## config.mk

```make
export PLATFORM = sky130hd
export DESIGN_NAME = fetch_buffer_flat
export DESIGN_NICKNAME = d
export VERILOG_FILES = /design/src/rtl/fetch_buffer_if.sv /design/src/rtl/fetch_buffer.sv /design/src/flat_wrapper.sv
export SDC_FILE = /design/constraint.sdc
export NUM_CORES = 1
export LEC_CHECK = 0
export CAP_MARGIN = 20
export CORE_MARGIN = 3
export CORE_UTILIZATION = 45
export DETAILED_ROUTE_END_ITERATION = 12
export MAX_ROUTING_LAYER = met4
export PLACE_DENSITY_LB_ADDON = 0.2
export SLEW_MARGIN = 40
export SYNTH_ARGS = -nofsm -noshare
export SYNTH_HDL_FRONTEND = slang
export SYNTH_SLANG_ARGS = --single-unit
```

## constraint.sdc

```tcl
create_clock -name clk -period 5.14 [get_ports clk]
set_clock_uncertainty 0.05 [all_clocks]
set_input_delay 0.514 -clock clk [delete_from_list [all_inputs] [get_ports clk]]
set_output_delay 0.514 -clock clk [all_outputs]
set_load 0.01 [all_outputs]
```

## src/rtl/fetch_buffer_if.sv

```systemverilog
// Handshake bundle for fetch_buffer: instruction-memory request/response,
// EX redirect and the valid/ready link into the IF/ID register.
interface fetch_buffer_if;
  logic        imem_req;
  logic [31:0] imem_addr;
  logic        imem_ready;
  logic        imem_rvalid;
  logic [31:0] imem_rdata;
  logic        redirect_valid;
  logic [31:0] redirect_pc;
  logic        if_valid;
  logic        if_ready;
  logic [31:0] if_pc;
  logic [31:0] if_inst;

  modport master (
    output imem_req, imem_addr, if_valid, if_pc, if_inst,
    input  imem_ready, imem_rvalid, imem_rdata, redirect_valid, redirect_pc, if_ready
  );

  modport slave (
    input  imem_req, imem_addr, if_valid, if_pc, if_inst,
    output imem_ready, imem_rvalid, imem_rdata, redirect_valid, redirect_pc, if_ready
  );
endinterface

```

## src/rtl/fetch_buffer.sv

```systemverilog
// Instruction fetch front end: sequential word fetches, PC-tagged FIFO, redirect flush.
// Optional FETCH_BYPASS_EN presents a response straight to IF/ID when the FIFO is empty.
module fetch_buffer #(
  parameter int          DEPTH    = 4,
  parameter logic [31:0] RESET_PC = 32'h8000_0000
) (
  input logic            clk,
  input logic            reset,
  fetch_buffer_if.master bus
);
  localparam int          CW      = $clog2(DEPTH + 1);
  localparam int          AW      = $clog2(DEPTH);
  localparam logic [CW:0] DEPTH_W = (CW + 1)'(DEPTH);
  localparam logic [31:0] NOP     = 32'h0000_0013;

  logic [31:0]   fetch_pc_reg, fetch_pc_next;
  logic [CW-1:0] count_reg, count_next;
  logic [CW-1:0] outstanding_reg, outstanding_next;
  logic [CW-1:0] discard_reg, discard_next;
  logic [AW-1:0] rd_ptr_reg, rd_ptr_next;
  logic [AW-1:0] wr_ptr_reg, wr_ptr_next;
  logic [AW-1:0] fl_rd_ptr_reg, fl_rd_ptr_next;
  logic [AW-1:0] fl_wr_ptr_reg, fl_wr_ptr_next;

  logic [31:0] pc_mem    [DEPTH];
  logic [31:0] inst_mem  [DEPTH];
  logic [31:0] fl_pc_mem [DEPTH];

  logic [CW:0] credit_used;
  logic        req, accept, resp, keep, bypass, push, pop, valid;
  logic [31:0] resp_pc, redirect_target;

  // Credit counts both queued and in-flight fetches, so the FIFO can never overflow.
  assign credit_used     = {1'b0, count_reg} + {1'b0, outstanding_reg};
  assign req             = !reset && !bus.redirect_valid && (credit_used < DEPTH_W);
  assign accept          = req && bus.imem_ready;
  assign resp            = bus.imem_rvalid;
  assign resp_pc         = fl_pc_mem[fl_rd_ptr_reg];
  assign keep            = !reset && resp && !bus.redirect_valid && (discard_reg == '0);
  assign redirect_target = bus.redirect_pc & 32'hFFFF_FFFC;

`ifdef FETCH_BYPASS_EN
  assign bypass = keep && (count_reg == '0);
`else
  assign bypass = 1'b0;
`endif

  assign valid = !reset && ((count_reg != '0) || bypass);
  assign pop   = !reset && (count_reg != '0) && bus.if_ready;
  assign push  = keep && !(bypass && bus.if_ready);

  assign bus.imem_req  = req;
  assign bus.imem_addr = fetch_pc_reg;

  always_comb begin
    bus.if_valid = valid;
    bus.if_pc    = 32'h0;
    bus.if_inst  = NOP;
    if (valid && (count_reg != '0)) begin
      bus.if_pc   = pc_mem[rd_ptr_reg];
      bus.if_inst = inst_mem[rd_ptr_reg];
    end
`ifdef FETCH_BYPASS_EN
    else if (valid) begin
      bus.if_pc   = resp_pc;
      bus.if_inst = bus.imem_rdata;
    end
`endif
  end

  always_comb begin
    fetch_pc_next    = fetch_pc_reg;
    count_next       = count_reg;
    rd_ptr_next      = rd_ptr_reg;
    wr_ptr_next      = wr_ptr_reg;
    discard_next     = discard_reg;
    outstanding_next = outstanding_reg + CW'(accept) - CW'(resp);
    fl_wr_ptr_next   = fl_wr_ptr_reg + AW'(accept);
    fl_rd_ptr_next   = fl_rd_ptr_reg + AW'(resp);
    if (bus.redirect_valid) begin
      // Every request still in flight after this cycle belongs to the old path.
      fetch_pc_next = redirect_target;
      count_next    = '0;
      rd_ptr_next   = '0;
      wr_ptr_next   = '0;
      discard_next  = outstanding_reg - CW'(resp);
    end else begin
      if (accept) fetch_pc_next = fetch_pc_reg + 32'd4;
      if (resp && (discard_reg != '0)) discard_next = discard_reg - CW'(1);
      if (push) wr_ptr_next = wr_ptr_reg + AW'(1);
      if (pop) rd_ptr_next = rd_ptr_reg + AW'(1);
      count_next = count_reg + CW'(push) - CW'(pop);
    end
  end

  always_ff @(posedge clk) begin
    if (reset) begin
      fetch_pc_reg    <= RESET_PC;
      count_reg       <= '0;
      outstanding_reg <= '0;
      discard_reg     <= '0;
      rd_ptr_reg      <= '0;
      wr_ptr_reg      <= '0;
      fl_rd_ptr_reg   <= '0;
      fl_wr_ptr_reg   <= '0;
    end else begin
      fetch_pc_reg    <= fetch_pc_next;
      count_reg       <= count_next;
      outstanding_reg <= outstanding_next;
      discard_reg     <= discard_next;
      rd_ptr_reg      <= rd_ptr_next;
      wr_ptr_reg      <= wr_ptr_next;
      fl_rd_ptr_reg   <= fl_rd_ptr_next;
      fl_wr_ptr_reg   <= fl_wr_ptr_next;
    end
  end

  always_ff @(posedge clk) begin
    if (push) begin
      pc_mem[wr_ptr_reg]   <= resp_pc;
      inst_mem[wr_ptr_reg] <= bus.imem_rdata;
    end
    if (accept) fl_pc_mem[fl_wr_ptr_reg] <= fetch_pc_reg;
  end
endmodule

```

## src/flat_wrapper.sv

```systemverilog
// flat-port wrapper written by rule: the top's interface ports become plain ports
module fetch_buffer_flat 
#(
  parameter int          DEPTH    = 4,
  parameter logic [31:0] RESET_PC = 32'h8000_0000
)
  (clk, reset, bus_imem_req, bus_imem_addr, bus_if_valid, bus_if_pc, bus_if_inst, bus_imem_ready, bus_imem_rvalid, bus_imem_rdata, bus_redirect_valid, bus_redirect_pc, bus_if_ready);
  fetch_buffer_if bus_i ();
  input logic clk;
  input logic reset;
  output wire logic [$bits(bus_i.imem_req)-1:0] bus_imem_req;
  output wire logic [$bits(bus_i.imem_addr)-1:0] bus_imem_addr;
  output wire logic [$bits(bus_i.if_valid)-1:0] bus_if_valid;
  output wire logic [$bits(bus_i.if_pc)-1:0] bus_if_pc;
  output wire logic [$bits(bus_i.if_inst)-1:0] bus_if_inst;
  input wire logic [$bits(bus_i.imem_ready)-1:0] bus_imem_ready;
  input wire logic [$bits(bus_i.imem_rvalid)-1:0] bus_imem_rvalid;
  input wire logic [$bits(bus_i.imem_rdata)-1:0] bus_imem_rdata;
  input wire logic [$bits(bus_i.redirect_valid)-1:0] bus_redirect_valid;
  input wire logic [$bits(bus_i.redirect_pc)-1:0] bus_redirect_pc;
  input wire logic [$bits(bus_i.if_ready)-1:0] bus_if_ready;
  assign bus_imem_req = bus_i.imem_req;
  assign bus_imem_addr = bus_i.imem_addr;
  assign bus_if_valid = bus_i.if_valid;
  assign bus_if_pc = bus_i.if_pc;
  assign bus_if_inst = bus_i.if_inst;
  assign bus_i.imem_ready = bus_imem_ready;
  assign bus_i.imem_rvalid = bus_imem_rvalid;
  assign bus_i.imem_rdata = bus_imem_rdata;
  assign bus_i.redirect_valid = bus_redirect_valid;
  assign bus_i.redirect_pc = bus_redirect_pc;
  assign bus_i.if_ready = bus_if_ready;
  fetch_buffer #(.DEPTH(DEPTH), .RESET_PC(RESET_PC)) u_core (.clk(clk), .reset(reset), .bus(bus_i));
endmodule
```

# Yosys cells after proc, flatten, opt, wreduce, memory -nomap -nowiden
# Memory sizes are Yosys's and may differ from the RTL's. A register that Yosys moved wholly into a read port is not among the register bits.
# Index checks and enable logic that the tools add are counted.
[totals] register_bits=49 ram_bits=384 n_memories=3
[op_classes] addsub=12 n_lt_le_gt_ge=1 n_mux=15 reduce_logical=18
[memory_table] name="u_core.fl_pc_mem" depth=4 width=32 rd=1 rd_clocked_by_memory_dff=1 wr=1 line_no="fetch_buffer.sv:27" rtl="logic [31:0] fl_pc_mem [DEPTH];"
[memory_table] name="u_core.inst_mem" depth=4 width=32 rd=1 rd_clocked_by_memory_dff=1 wr=1 line_no="fetch_buffer.sv:26" rtl="logic [31:0] inst_mem [DEPTH];"
[memory_table] name="u_core.pc_mem" depth=4 width=32 rd=1 rd_clocked_by_memory_dff=1 wr=1 line_no="fetch_buffer.sv:25" rtl="logic [31:0] pc_mem [DEPTH];"
[op_table] cell="$mux 32" n=4
[op_table] cell="$add 32x3->32 const B" n=1
[op_table] cell="$logic_and 1x1->1" n=10
[op_table] cell="$mux 2" n=5
[op_table] cell="$sub 3x1->3" n=3
[op_table] cell="$add 3x1->3" n=2
[op_table] cell="$mux 3" n=2
[op_table] cell="$reduce_bool 3->1" n=2
[op_table] cell="$add 2x1->2" n=2
[op_table] cell="$add 2x1->2 const B" n=2
[op_table] cell="$add 3x3->4" n=1
[op_table] cell="$lt 4x3->1 const B" n=1
[op_table] cell="$mux 1" n=4
[op_table] cell="$reduce_bool 2->1" n=2
[op_table] cell="$logic_not 3->1" n=1
[op_table] cell="$sub 3x1->3 const B" n=1
[op_table] cell="$logic_not 1->1" n=2
[op_table] cell="$reduce_or 2->1" n=1

# Logic depth before layout (Yosys ltp)
[logic_depth] depth_word=6 mapped_depth=11

# Worst setup path before layout
# OpenSTA, ideal clock, no wires.
[synth_path] path_type="input port to flip-flop" from="input port reset" to="memory u_core.fl_pc_mem[2][10] (enable)" setup_time_ns=0.461 t_arrival_ns=3.747 path_slack_ns=0.882 cell_stages=6 path_buffers=3 cell_sequence="buf_2 nor4b_4 nand2_1 clkbuf_1 buf_2 nor3b_1"
[synth_via] elab_chain_len=6
[synth_rtl] item="from (decl)" line_no="flat_wrapper.sv:10" rtl="input logic reset;"
[synth_rtl] item="$logic_not 1->1" line_no="fetch_buffer.sv:35" rtl="assign req = !reset && !bus.redirect_valid && (credit_used < DEPTH_W);"
[synth_rtl] item="$logic_and 1x1->1 (2 in a row)" line_no="fetch_buffer.sv:35"
[synth_rtl] item="$logic_and 1x1->1" line_no="fetch_buffer.sv:36" rtl="assign accept = req && bus.imem_ready;"
[synth_rtl] item="$mux 1" line_no="fetch_buffer.sv:123" rtl="if (accept) fl_pc_mem[fl_wr_ptr_reg] <= fetch_pc_reg;"
[synth_rtl] item="$mux 1 (implied by the code)" line_no="fetch_buffer.sv:123"
[synth_rtl] item="to (decl)" line_no="fetch_buffer.sv:27"
# No other way between the ends.

==> impl_metrics.csv <==
group,metric,value,unit
run_status,status,"completed",
sta,slew-limit-headroom,48.9,%
setup_path,critPathKind,"register to output port",
finish,multi_input_area,0.00414,mm2
logic_synthesis,syn_area_per_cell,18.6,um2
setup_path,critPathArrivalTime,3.03,ns
pwr,total_power,7340,uW
placement,dp_hpwl,20400,um
finish,syn2layout_area_growth,22.3,%
logic_synthesis,synth-async-reset-ratio,0,%
finish,final_cell_mix,"edfxtp_1 (368), clkdlybuf4s50_1 (160), mux4_2 (92), and2_1 (61), clkbuf_16 (47)",
placement,portBuffers,161,
cts,clockBufferDepth,3,
routing,m1WireLength,15100,um
setup_path,end_kind,"output port",
cts,cts_buffers,43,
routing,drtIter0Drc,530,
cts,post_cts_buffers,0,
logic_synthesis,synth_xor_area_share,1.01,%
logic_synthesis,synth_ff_type,"edfxtp_1",
sta,fin_crit_sh,69.9,%
global_routing,grt_pass1_wl,52200,um
finish,diodes,0,
pwr,p_per_area,366,mW/mm2
floorplan,initial_core_util,45.9,%
sta,setup_viol,0,
global_routing,grt.overflow.total,0,
logic_synthesis,yosysWarnings,0,
finish,top_regs,"u_core.inst_mem x128, u_core.fl_pc_mem x120, u_core.pc_mem x120",
floorplan,die_w,197,um
min_path,whs_path_depth,2,
sta,rsz0062_at_grt,"false",
finish,layout_commonest_cell,"edfxtp_1",
floorplan,dieArea,0.0388,mm2
cts,cts_max_level,2,
routing,finalWirelength,32900,um
global_routing,grt_pass1_vias,9000,
logic_synthesis,synth.area.mux_share,12.8,%
cts,cts_tree,"yes",
floorplan,core,0.0357,mm2
routing,wl_met3,1730,um
min_path,min_path_type,"input pin to register",
logic_synthesis,synth_edf_count,368,
logic_synthesis,ys_seq_area_share,73.4,%
routing,routed-via-count,8485,
finish,largest-register,"u_core.inst_mem",
run,drv_cap,0,
setup_path,worstPathRequired,4.58,ns
routing,drc,0,
pwr,ir_worst_vdd,0.206,mV
logic_synthesis,synth-seq-cells,417,
cts,path_clk_slew,0.06,ns
setup_path,reg2regPathDepth,7,
cts,cts-resized-gates,0,
routing,drt_pass1_iterations,4,
global_routing,antenna_found_initial,0,
logic_synthesis,syn_inst,882,
placement,finalWeightedCongestion,0.807,
logic_synthesis,synth-simple-area-share,7.03,%
sta,fmax,0.278,GHz
setup_path,path_max_fanout,24,
logic_synthesis,synth_area_leaders,"edfxtp_1 (67%), mux4_2 (13%), dfxtp_1 (6.0%), and2_1 (2.5%), ha_1 (1.3%)",
logic_synthesis,ys_types,53,
logic_synthesis,synth_top_area_share,67.4,%
routing,drt.antenna.violating_nets,0,
global_routing,grt_max_degree,55,
cts,postCtsHoldBufs,0,
sta,hold_violations,0,
setup_path,worstSetupStartpointType,"register",
logic_synthesis,synth_largest_area_cell,"edfxtp_1",
logic_synthesis,synthAdderAreaFrac,1.54,%
floorplan,die_h,197,um
routing,vias_per_cell,5.45,
logic_synthesis,synth_top_family_by_area,"multiplexers",
sta,fin_setup_tns,0,ns
sta,finalCriticalPeriod,3.59,ns
routing,top_layer,"met4",
finish,fin_nets,1153,
floorplan,rows,69,
pwr,power_leakage,0.00645,uW
routing,met2WireLength,15700,um
cts,worstSkewPairLatency,0.53,ns
cts,cts_root_buf,"clkbuf_16",
logic_synthesis,synth_area,0.0164,mm2
logic_synthesis,synth_compound_area_share,2.60,%
global_routing,grtUsageTotal,17.9,%
routing,routedWlPerCell,21.2,um
floorplan,ios,168,
finish,filler_cell_count,2792,
sta,tightest_slew,0.764,ns
cts,cts.sinks,417,
sta,slew_viol_final,0,
finish,register_area,0.0120,mm2
finish,largest_reg_flops,128,
finish,drive_gt1_share,17.8,%
## per-stage QoR
stage / util [%] / cells / cell area, um2 / hold WS [ns] / setup slack, ns
floorplan: - / 885 / 16400 / 0.435 / 0.882
global placement: 52.1 / 1479 / 18600 / 0.463 / 1.36
detailed placement: 52.2 / 1480 / 18700 / 0.474 / 1.37
CTS: 56.1 / 1556 / 20100 / 0.360 / 1.45
global route: 56.1 / 1556 / 20100 / 0.377 / 1.34
finish: 56.1 / 1556 / 20100 / 0.381 / 1.55
## cells in the mapped netlist, types with 12 or more instances
cell,instances
edfxtp_1,368
mux4_2,92
and2_1,65
dfxtp_1,49
nand2_1,35
nor2_1,29
clkbuf_1,24
ha_1,17
nand3_1,17
inv_1,16
a31oi_1,15
a21oi_1,13
buf_2,12
## kinds of logic after synthesis
group           after synthesis
flops                       417
simple gates                204
mux                          94
compound gates               64
buf+inv                      64
fa+ha+maj                    19
xor+xnor                     19
other cells                   1
## power by group
part	leakage, uW	internal [uW]	total, uW	switching [uW]
combinational	0.00201	218	427	209
clock	0.000691	1840	3050	1210
sequential	0.00374	3790	3860	77.3
## routing by layer
layer  vias to the layer above  GRT usage, %
li1                       3860             -
met1                      4328          25.2
met2                       257          27.9
met3                        40          3.06
met4                         0          4.25
met5                         -             -
## worst paths after layout
path                   startpoint                         to  slack, ns
min reg2reg  u_core.rd_ptr_reg[1]       u_core.rd_ptr_reg[1]       0.49
max                      register            bus_if_inst[20]       1.55
min                         reset  u_core.outstanding_reg[1]       0.38
max reg2reg   u_core.count_reg[1]    u_core.fl_pc_mem[1][30]       2.29
## final cells by class
cell class	instances	area share, %
inverter	18	0.343
clock inverter	17	0.811
clock buffer	59	6.19
sequential	417	60.0
tap	461	2.87
multi-input combinational	404	20.6
timing repair buffer	180	9.15
## critical path, stage by stage, from the launching register on
cell,delay (ns)
dfxtp_4,0.67
buf_12,0.27
buf_4,0.32
mux4_2,0.55
and2_1,0.18
clkdlybuf4s50_1,0.47
No activity file was read; power rests on OpenSTA's default activity.
